$ cat config.mk
export PLATFORM = sky130hd
export DESIGN_NAME = plic_ctrl
export DESIGN_NICKNAME = d
export VERILOG_FILES = /design/src/rtl/plic_ctrl.sv
export SDC_FILE = /design/constraint.sdc
export NUM_CORES = 1
export LEC_CHECK = 0
export CORE_MARGIN = 2
export CORE_UTILIZATION = 40
export CTS_BUF_LIST = sky130_fd_sc_hd__clkbuf_8
export DETAILED_ROUTE_END_ITERATION = 7
export PLACE_DENSITY = 0.69
export SLEW_MARGIN = 20
export SYNTH_ARGS = -nofsm -noshare
export SYNTH_HDL_FRONTEND = slang
export SYNTH_SLANG_ARGS = --single-unit
$ cat constraint.sdc
create_clock -name i_clk -period 11.7 [get_ports i_clk]
set_input_delay 2.34 -clock i_clk [delete_from_list [all_inputs] [get_ports i_clk]]
set_output_delay 2.34 -clock i_clk [all_outputs]
set_load 0.03 [all_outputs]
$ cat src/rtl/plic_ctrl.sv
// Platform-level interrupt controller: per-source gateways, priority arbitration
// against a threshold, and a claim/complete handshake on a byte-wide bus.
module plic_ctrl #(
   parameter int                 NUM_SRC   = 4,
   parameter int                 PRIO_W    = 3,
   parameter logic [NUM_SRC-1:0] EDGE_MASK = '0
) (
   input  logic               i_clk,
   input  logic               i_reset,
   input  logic [7:0]         i_data,
   input  logic [23:0]        i_address,
   input  logic               i_write,
   input  logic               i_request,
   output logic [7:0]         o_data,
   output logic               o_data_DV,
   input  logic [NUM_SRC-1:0] i_irq,
   output logic               o_interrupt
);

   localparam logic [23:0] ADDR_THRESH = 24'h201000;
   localparam logic [23:0] ADDR_CLAIM  = 24'h201004;
   localparam logic [21:0] WORD_PEND   = 22'h000400;
   localparam logic [21:0] WORD_EN     = 22'h000820;

   logic [PRIO_W-1:0]  r_prio [NUM_SRC];
   logic [PRIO_W-1:0]  r_threshold;
   logic [NUM_SRC-1:0] r_enable;
   logic [NUM_SRC-1:0] r_pending;
   logic [NUM_SRC-1:0] r_in_service;
   logic [NUM_SRC-1:0] r_irq_prev;
   logic [7:0]         r_data;
   logic               r_data_dv;
   logic               r_interrupt;

   logic               w_rd;
   logic               w_wr;
   logic               w_prio_sel;
   logic [9:0]         w_prio_id;
   logic               w_pend_sel;
   logic               w_en_sel;
   logic [1:0]         w_byte;
   logic               w_thr_sel;
   logic               w_claim_sel;
   logic [31:0]        w_pend32;
   logic [31:0]        w_en32;
   logic [7:0]         w_prio_rd;
   logic [7:0]         w_rdata;
   logic [NUM_SRC-1:0] w_eligible;
   logic [NUM_SRC-1:0] w_take;
   logic               w_win_valid;
   logic [PRIO_W-1:0]  w_win_prio;
   logic [7:0]         w_win_id;
   logic               w_claim_fire;
   logic               w_cmpl;
   logic [NUM_SRC-1:0] w_evt;
   logic [NUM_SRC-1:0] w_pend_nxt;
   logic [NUM_SRC-1:0] w_isv_nxt;

   assign o_data      = r_data;
   assign o_data_DV   = r_data_dv;
   assign o_interrupt = r_interrupt;

   assign w_rd        = i_request & ~i_write;
   assign w_wr        = i_request & i_write;
   assign w_prio_sel  = (i_address[23:12] == 12'h000) && (i_address[1:0] == 2'b00);
   assign w_prio_id   = i_address[11:2];
   assign w_pend_sel  = (i_address[23:2] == WORD_PEND);
   assign w_en_sel    = (i_address[23:2] == WORD_EN);
   assign w_byte      = i_address[1:0];
   assign w_thr_sel   = (i_address == ADDR_THRESH);
   assign w_claim_sel = (i_address == ADDR_CLAIM);

   // Flatten per-source state into the 32-bit ID-indexed view the bus exposes.
   always_comb begin
      w_pend32   = 32'd0;
      w_en32     = 32'd0;
      w_prio_rd  = 8'h00;
      w_eligible = '0;
      for (int k = 0; k < NUM_SRC; k++) begin
         w_pend32[k+1] = r_pending[k];
         w_en32[k+1]   = r_enable[k];
         w_prio_rd     = (w_prio_id == 10'(k + 1)) ? 8'(r_prio[k]) : w_prio_rd;
         w_eligible[k] = r_pending[k] & r_enable[k] & (r_prio[k] != '0);
      end
   end

   // Highest priority wins; strict compare in ascending order keeps the lowest ID on ties.
   always_comb begin
      w_take      = '0;
      w_win_valid = 1'b0;
      w_win_prio  = '0;
      w_win_id    = 8'h00;
      for (int k = 0; k < NUM_SRC; k++) begin
         w_take[k]   = w_eligible[k] & (~w_win_valid | (r_prio[k] > w_win_prio));
         w_win_valid = w_win_valid | w_take[k];
         w_win_prio  = w_take[k] ? r_prio[k] : w_win_prio;
         w_win_id    = w_take[k] ? 8'(k + 1) : w_win_id;
      end
   end

   // Read-data mux for the addressed register.
   always_comb begin
      w_rdata = 8'h00;
      if (w_prio_sel) begin
         w_rdata = w_prio_rd;
      end else if (w_pend_sel || w_en_sel) begin
         case (w_byte)
            2'd0:    w_rdata = w_pend_sel ? w_pend32[7:0]   : w_en32[7:0];
            2'd1:    w_rdata = w_pend_sel ? w_pend32[15:8]  : w_en32[15:8];
            2'd2:    w_rdata = w_pend_sel ? w_pend32[23:16] : w_en32[23:16];
            2'd3:    w_rdata = w_pend_sel ? w_pend32[31:24] : w_en32[31:24];
            default: w_rdata = 8'h00;
         endcase
      end else if (w_thr_sel) begin
         w_rdata = 8'(r_threshold);
      end else if (w_claim_sel) begin
         w_rdata = w_win_id;
      end else begin
         w_rdata = 8'h00;
      end
   end

   assign w_claim_fire = w_rd & w_claim_sel & w_win_valid;
   assign w_cmpl       = w_wr & w_claim_sel;

   // Gateways and claim/complete: a claim overrides a same-cycle gateway set.
   always_comb begin
      w_evt      = '0;
      w_pend_nxt = '0;
      w_isv_nxt  = '0;
      for (int k = 0; k < NUM_SRC; k++) begin
         w_evt[k] = EDGE_MASK[k] ? (i_irq[k] & ~r_irq_prev[k]) : i_irq[k];
         if (w_claim_fire && (w_win_id == 8'(k + 1))) begin
            w_pend_nxt[k] = 1'b0;
            w_isv_nxt[k]  = 1'b1;
         end else if (w_cmpl && (i_data == 8'(k + 1)) && r_in_service[k]) begin
            w_pend_nxt[k] = r_pending[k] | (w_evt[k] & ~r_in_service[k]);
            w_isv_nxt[k]  = 1'b0;
         end else begin
            w_pend_nxt[k] = r_pending[k] | (w_evt[k] & ~r_in_service[k]);
            w_isv_nxt[k]  = r_in_service[k];
         end
      end
   end

   // Register file, bus response and interrupt output.
   always_ff @(posedge i_clk) begin
      if (i_reset) begin
         for (int k = 0; k < NUM_SRC; k++) begin
            r_prio[k] <= '0;
         end
         r_threshold  <= '0;
         r_enable     <= '0;
         r_pending    <= '0;
         r_in_service <= '0;
         r_irq_prev   <= '0;
         r_data       <= 8'h00;
         r_data_dv    <= 1'b0;
         r_interrupt  <= 1'b0;
      end else begin
         r_data_dv    <= i_request;
         r_interrupt  <= w_win_valid && (w_win_prio > r_threshold);
         r_irq_prev   <= i_irq;
         r_pending    <= w_pend_nxt;
         r_in_service <= w_isv_nxt;
         if (w_rd) begin
            r_data <= w_rdata;
         end
         if (w_wr && w_thr_sel) begin
            r_threshold <= i_data[PRIO_W-1:0];
         end
         for (int k = 0; k < NUM_SRC; k++) begin
            if (w_wr && w_prio_sel && (w_prio_id == 10'(k + 1))) begin
               r_prio[k] <= i_data[PRIO_W-1:0];
            end
            if (w_wr && w_en_sel && (w_byte == 2'((k + 1) >> 3))) begin
               r_enable[k] <= i_data[(k + 1) % 8];
            end
         end
      end
   end

endmodule

==> summary.json <==
{
  "detailed_place.area": {"value": 2990, "unit": "sq um"},
  "clock_sinks": {"value": 34},
  "finalNonFillerCells": {"value": 393},
  "synthTopCellsByCount": {"value": "sky130_fd_sc_hd__nor2_1, sky130_fd_sc_hd__dfxtp_1, sky130_fd_sc_hd__a21oi_1"},
  "r2r_setup_slk": {"value": 6090, "unit": "ps"},
  "maxClockFrequency": {"value": 178, "unit": "MHz"},
  "fillers": {"value": 608},
  "number_of_nets_with_antenna_violations_after_routing": {"value": 0},
  "antenna_found_initial": {"value": 0},
  "drt_drc": {"value": 0},
  "worst_slew_pin_slew": {"value": 706, "unit": "ps"},
  "setup.worst_path.class": {"value": "register to register"},
  "synth_largest_type_area_fraction": {"value": 17.7, "unit": "%"},
  "num_io_pins": {"value": 50},
  "design.die.area": {"value": 6870, "unit": "sq um"},
  "placed_cells": {"value": 385},
  "finalSetupViolCount": {"value": 0},
  "clkLatencyLatePin": {"value": 290, "unit": "ps"},
  "cap_violations": {"value": 0},
  "horizontal_extent_of_the_die": {"value": 82.9, "unit": "microns"},
  "synth_flop_cell": {"value": "sky130_fd_sc_hd__dfxtp_1"},
  "clock_tree_from_tritoncts": {"value": "yes"},
  "total_power": {"value": 0.264, "unit": "mW"},
  "m1WireLength": {"value": 3150, "unit": "microns"},
  "min_period_over_period": {"value": 48.0, "unit": "%"},
  "syn-instance-count": {"value": 274},
  "gp_congestion": {"value": 0.951},
  "synth_async_sr_flop_share": {"value": 0, "unit": "%"},
  "post_route_cells_drive_above_1_share": {"value": 9.43, "unit": "%"},
  "ant_diodes": {"value": 0},
  "worst_slack": {"value": 6090, "unit": "ps"},
  "maxSlewHeadroom": {"value": 52.6, "unit": "%"},
  "met2RoutedLength": {"value": 3270, "unit": "microns"},
  "route.detailed.vias_per_inst": {"value": 6.05},
  "grt_use_total": {"value": 20.8, "unit": "%"},
  "grt_max_degree": {"value": 28},
  "routed-wl-met3": {"value": 440, "unit": "microns"},
  "grt_first_pass_wirelength": {"value": 11500, "unit": "microns"},
  "post-synth-top-area-cell": {"value": "sky130_fd_sc_hd__dfxtp_1"},
  "cts-resized-gates": {"value": 0},
  "outcome": {"value": "finished clean"},
  "ys_seq_elements": {"value": 34},
  "routedWlPerCell": {"value": 17.8, "unit": "microns"},
  "via_count": {"value": 2377},
  "crit_arrival": {"value": 5780, "unit": "ps"},
  "row_count": {"value": 28},
  "drt_first_pass_iters": {"value": 6},
  "multi_input_comb_area": {"value": 1570, "unit": "sq um"},
  "worst_setup_path_endpoint": {"value": "o_interrupt"},
  "clockBufferDepth": {"value": 2},
  "seq_area": {"value": 801, "unit": "sq um"},
  "synth_most_common_cell": {"value": "sky130_fd_sc_hd__nor2_1"},
  "port-buffer-count": {"value": 46},
  "syn_area": {"value": 2490, "unit": "sq um"},
  "die_h": {"value": 82.9, "unit": "microns"},
  "r2r-end": {"value": "o_interrupt"},
  "clock_skew": {"value": 4.69, "unit": "ps"},
  "detail_route.wirelength": {"value": 6980, "unit": "microns"},
  "type_of_element_capturing_the_critical_path": {"value": "register"},
  "syn-mean-instance-area": {"value": 9.09, "unit": "sq um"},
  "clk_transition_reported_paths": {"value": 70, "unit": "ps"},
  "cts-buffers-inserted": {"value": 5},
  "hold_path_class": {"value": "register to register"},
  "finalHoldViolCount": {"value": 0},
  "first_global_vias": {"value": 2288},
  "yosys.cell_types.count": {"value": 67},
  "placement.setup.worst_slack": {"value": 6100, "unit": "ps"},
  "maxSlewViolCount": {"value": 0},
  "post-dp-hpwl": {"value": 5520, "unit": "microns"},
  "finish.net_count": {"value": 369},
  "tns": {"value": 0, "unit": "ps"},
  "cellPowerDensity": {"value": 85.6, "unit": "nW/um^2"},
  "top_routing_layer_used": {"value": "met4"},
  "worst-path-max-fanout": {"value": 12},
  "detailedRoute.firstIterationViolations": {"value": 155},
  "synth_edf_count": {"value": 12},
  "core-area": {"value": 5960, "unit": "sq um"},
  "critical_register_to_register_path_startpoint": {"value": "r_pending[0]"},
  "ys.warnings.count": {"value": 0},
  "ys_seq_area_share": {"value": 32.1, "unit": "%"},
  "syn_to_final_growth": {"value": 23.8, "unit": "%"},
  "cts_hold_repair.buffers": {"value": 0},
  "vdd_ir_drop_max": {"value": 0.0000464, "unit": "V"},
  "synth.top_cells.by_area": {"value": "sky130_fd_sc_hd__dfxtp_1, sky130_fd_sc_hd__edfxtp_1, sky130_fd_sc_hd__ha_1"},
  "min_period": {"value": 5610, "unit": "ps"},
  "residual_overflow_from_global_routing": {"value": 0},
  "initial_core_utilization": {"value": 41.8, "unit": "%"},
  "final_cell_area": {"value": 3080, "unit": "sq um"},
  "postCtsSetupRepairBufs": {"value": 0},
  "total_leakage_power": {"value": 1.19, "unit": "nW"},
  "worstSetupStartpointType": {"value": "register"},
  "grt_setup_unrepaired": {"value": "no"},
  "worst-endpoint-required": {"value": 11860, "unit": "ps"},
  "hold_ws": {"value": 458, "unit": "ps"},
  "layout.core_utilization": {"value": 51.8, "unit": "%"},
  "clock_tree.root_cell": {"value": "sky130_fd_sc_hd__clkbuf_8"},
  "worstRegToRegCells": {"value": 23},
  "crit_start": {"value": "r_pending[0]"},
  "ctsHtreeMaxLevel": {"value": 2}
}
how the worst min path moves through the flow:
stage / start / end / slack [ps] / cells after the start
final: r_in_service[3] / r_in_service[3] / 460 / 2
after global routing: r_in_service[0] / r_in_service[0] / 480 / 2
after global placement: r_in_service[1] / r_in_service[1] / 440 / 2
after CTS: r_in_service[3] / r_in_service[3] / 460 / 2
after floorplan: r_in_service[0] / r_in_service[0] / 440 / 2
after detailed placement: r_in_service[3] / r_in_service[3] / 450 / 2
logic make-up (layout without fill, tap and decap cells):
group | Yosys count | after routing | share of synthesized area [%]
flops | 34 | 34 | 32.1
other cells | 1 | 3 | 0.151
compound gates | 67 | 67 | 20.7
fa+ha+maj | 12 | 12 | 6.03
buf+inv | 28 | 70 | 5.02
mux | 14 | 14 | 5.83
simple gates | 118 | 118 | 30.1
sequential cells by signal, indices dropped and copies added (netlist names):
name          count
o_interrupt       1
o_data_DV         1
r_pending         4
r_threshold       3
r_in_service      4
r_prio           12
r_enable          4
o_data            5
cells in the final DEF, fill, tap and decap left out, types with 3 or more instances in the layout:
cell                              instances
sky130_fd_sc_hd__a21o_1                   5
sky130_fd_sc_hd__a21oi_1                 16
sky130_fd_sc_hd__a41oi_1                  3
sky130_fd_sc_hd__and2_1                   4
sky130_fd_sc_hd__and3_1                  12
sky130_fd_sc_hd__clkbuf_8                 6
sky130_fd_sc_hd__clkdlybuf4s50_1         46
sky130_fd_sc_hd__conb_1                   3
sky130_fd_sc_hd__dfxtp_1                 22
sky130_fd_sc_hd__edfxtp_1                12
sky130_fd_sc_hd__ha_1                    12
sky130_fd_sc_hd__inv_1                   16
sky130_fd_sc_hd__mux2_2                   4
sky130_fd_sc_hd__mux2i_1                 10
sky130_fd_sc_hd__nand2_1                 11
sky130_fd_sc_hd__nand2b_1                 5
sky130_fd_sc_hd__nand3_1                  9
sky130_fd_sc_hd__nand3b_1                 5
sky130_fd_sc_hd__nor2_1                  25
sky130_fd_sc_hd__nor2b_1                  7
sky130_fd_sc_hd__nor3_1                   6
sky130_fd_sc_hd__nor3b_1                  3
sky130_fd_sc_hd__nor4_1                   7
sky130_fd_sc_hd__nor4_4                   3
sky130_fd_sc_hd__o21ai_0                  5
sky130_fd_sc_hd__o21ai_1                  3
sky130_fd_sc_hd__o311a_1                  5
cell type report:
| class | instances | share of cell area [%] |
|---|---|---|
| clock inverter | 2 | 0.284 |
| inverter | 15 | 1.83 |
| clock buffer | 6 | 2.68 |
| timing repair buffer | 47 | 15.2 |
| multi-input combinational | 214 | 51.0 |
| tap | 75 | 3.04 |
| sequential | 34 | 26.0 |
where the power goes:
part / switching, mW / total, mW / internal, mW
Sequential: 0.00531 / 0.131 / 0.126
Clock: 0.0449 / 0.0916 / 0.0466
Combinational: 0.0203 / 0.0409 / 0.0205
worst max-delay path, cell delays in order, from the launching register on:
cell and delay (ps):
sky130_fd_sc_hd__dfxtp_1 440, sky130_fd_sc_hd__nand3_1 170, sky130_fd_sc_hd__ha_1 340, sky130_fd_sc_hd__a211oi_1 430, sky130_fd_sc_hd__nor4_1 110, sky130_fd_sc_hd__a311o_1 370
sky130_fd_sc_hd__ha_1 310, sky130_fd_sc_hd__nor2b_1 130, sky130_fd_sc_hd__o21a_1 160, sky130_fd_sc_hd__o21ai_1 240, sky130_fd_sc_hd__a21o_1 230, sky130_fd_sc_hd__mux2_2 370
sky130_fd_sc_hd__ha_1 300, sky130_fd_sc_hd__nor2b_1 130, sky130_fd_sc_hd__o21ai_0 150, sky130_fd_sc_hd__a32oi_1 70, sky130_fd_sc_hd__o21ai_1 580, sky130_fd_sc_hd__nor2_1 80
sky130_fd_sc_hd__a21oi_1 140, sky130_fd_sc_hd__ha_1 250, sky130_fd_sc_hd__nor2b_1 130, sky130_fd_sc_hd__o21a_1 150, sky130_fd_sc_hd__o21ai_0 140, sky130_fd_sc_hd__nor2_1 50
metal layers:
metal / up-vias / GRT usage (%)
li1: 1136 / -
met1: 1139 / 27.7
met2: 91 / 33.7
met3: 11 / 4.87
met4: 0 / 5.96
met5: - / 0
Note: power is estimated with default switching activity, not from simulation.
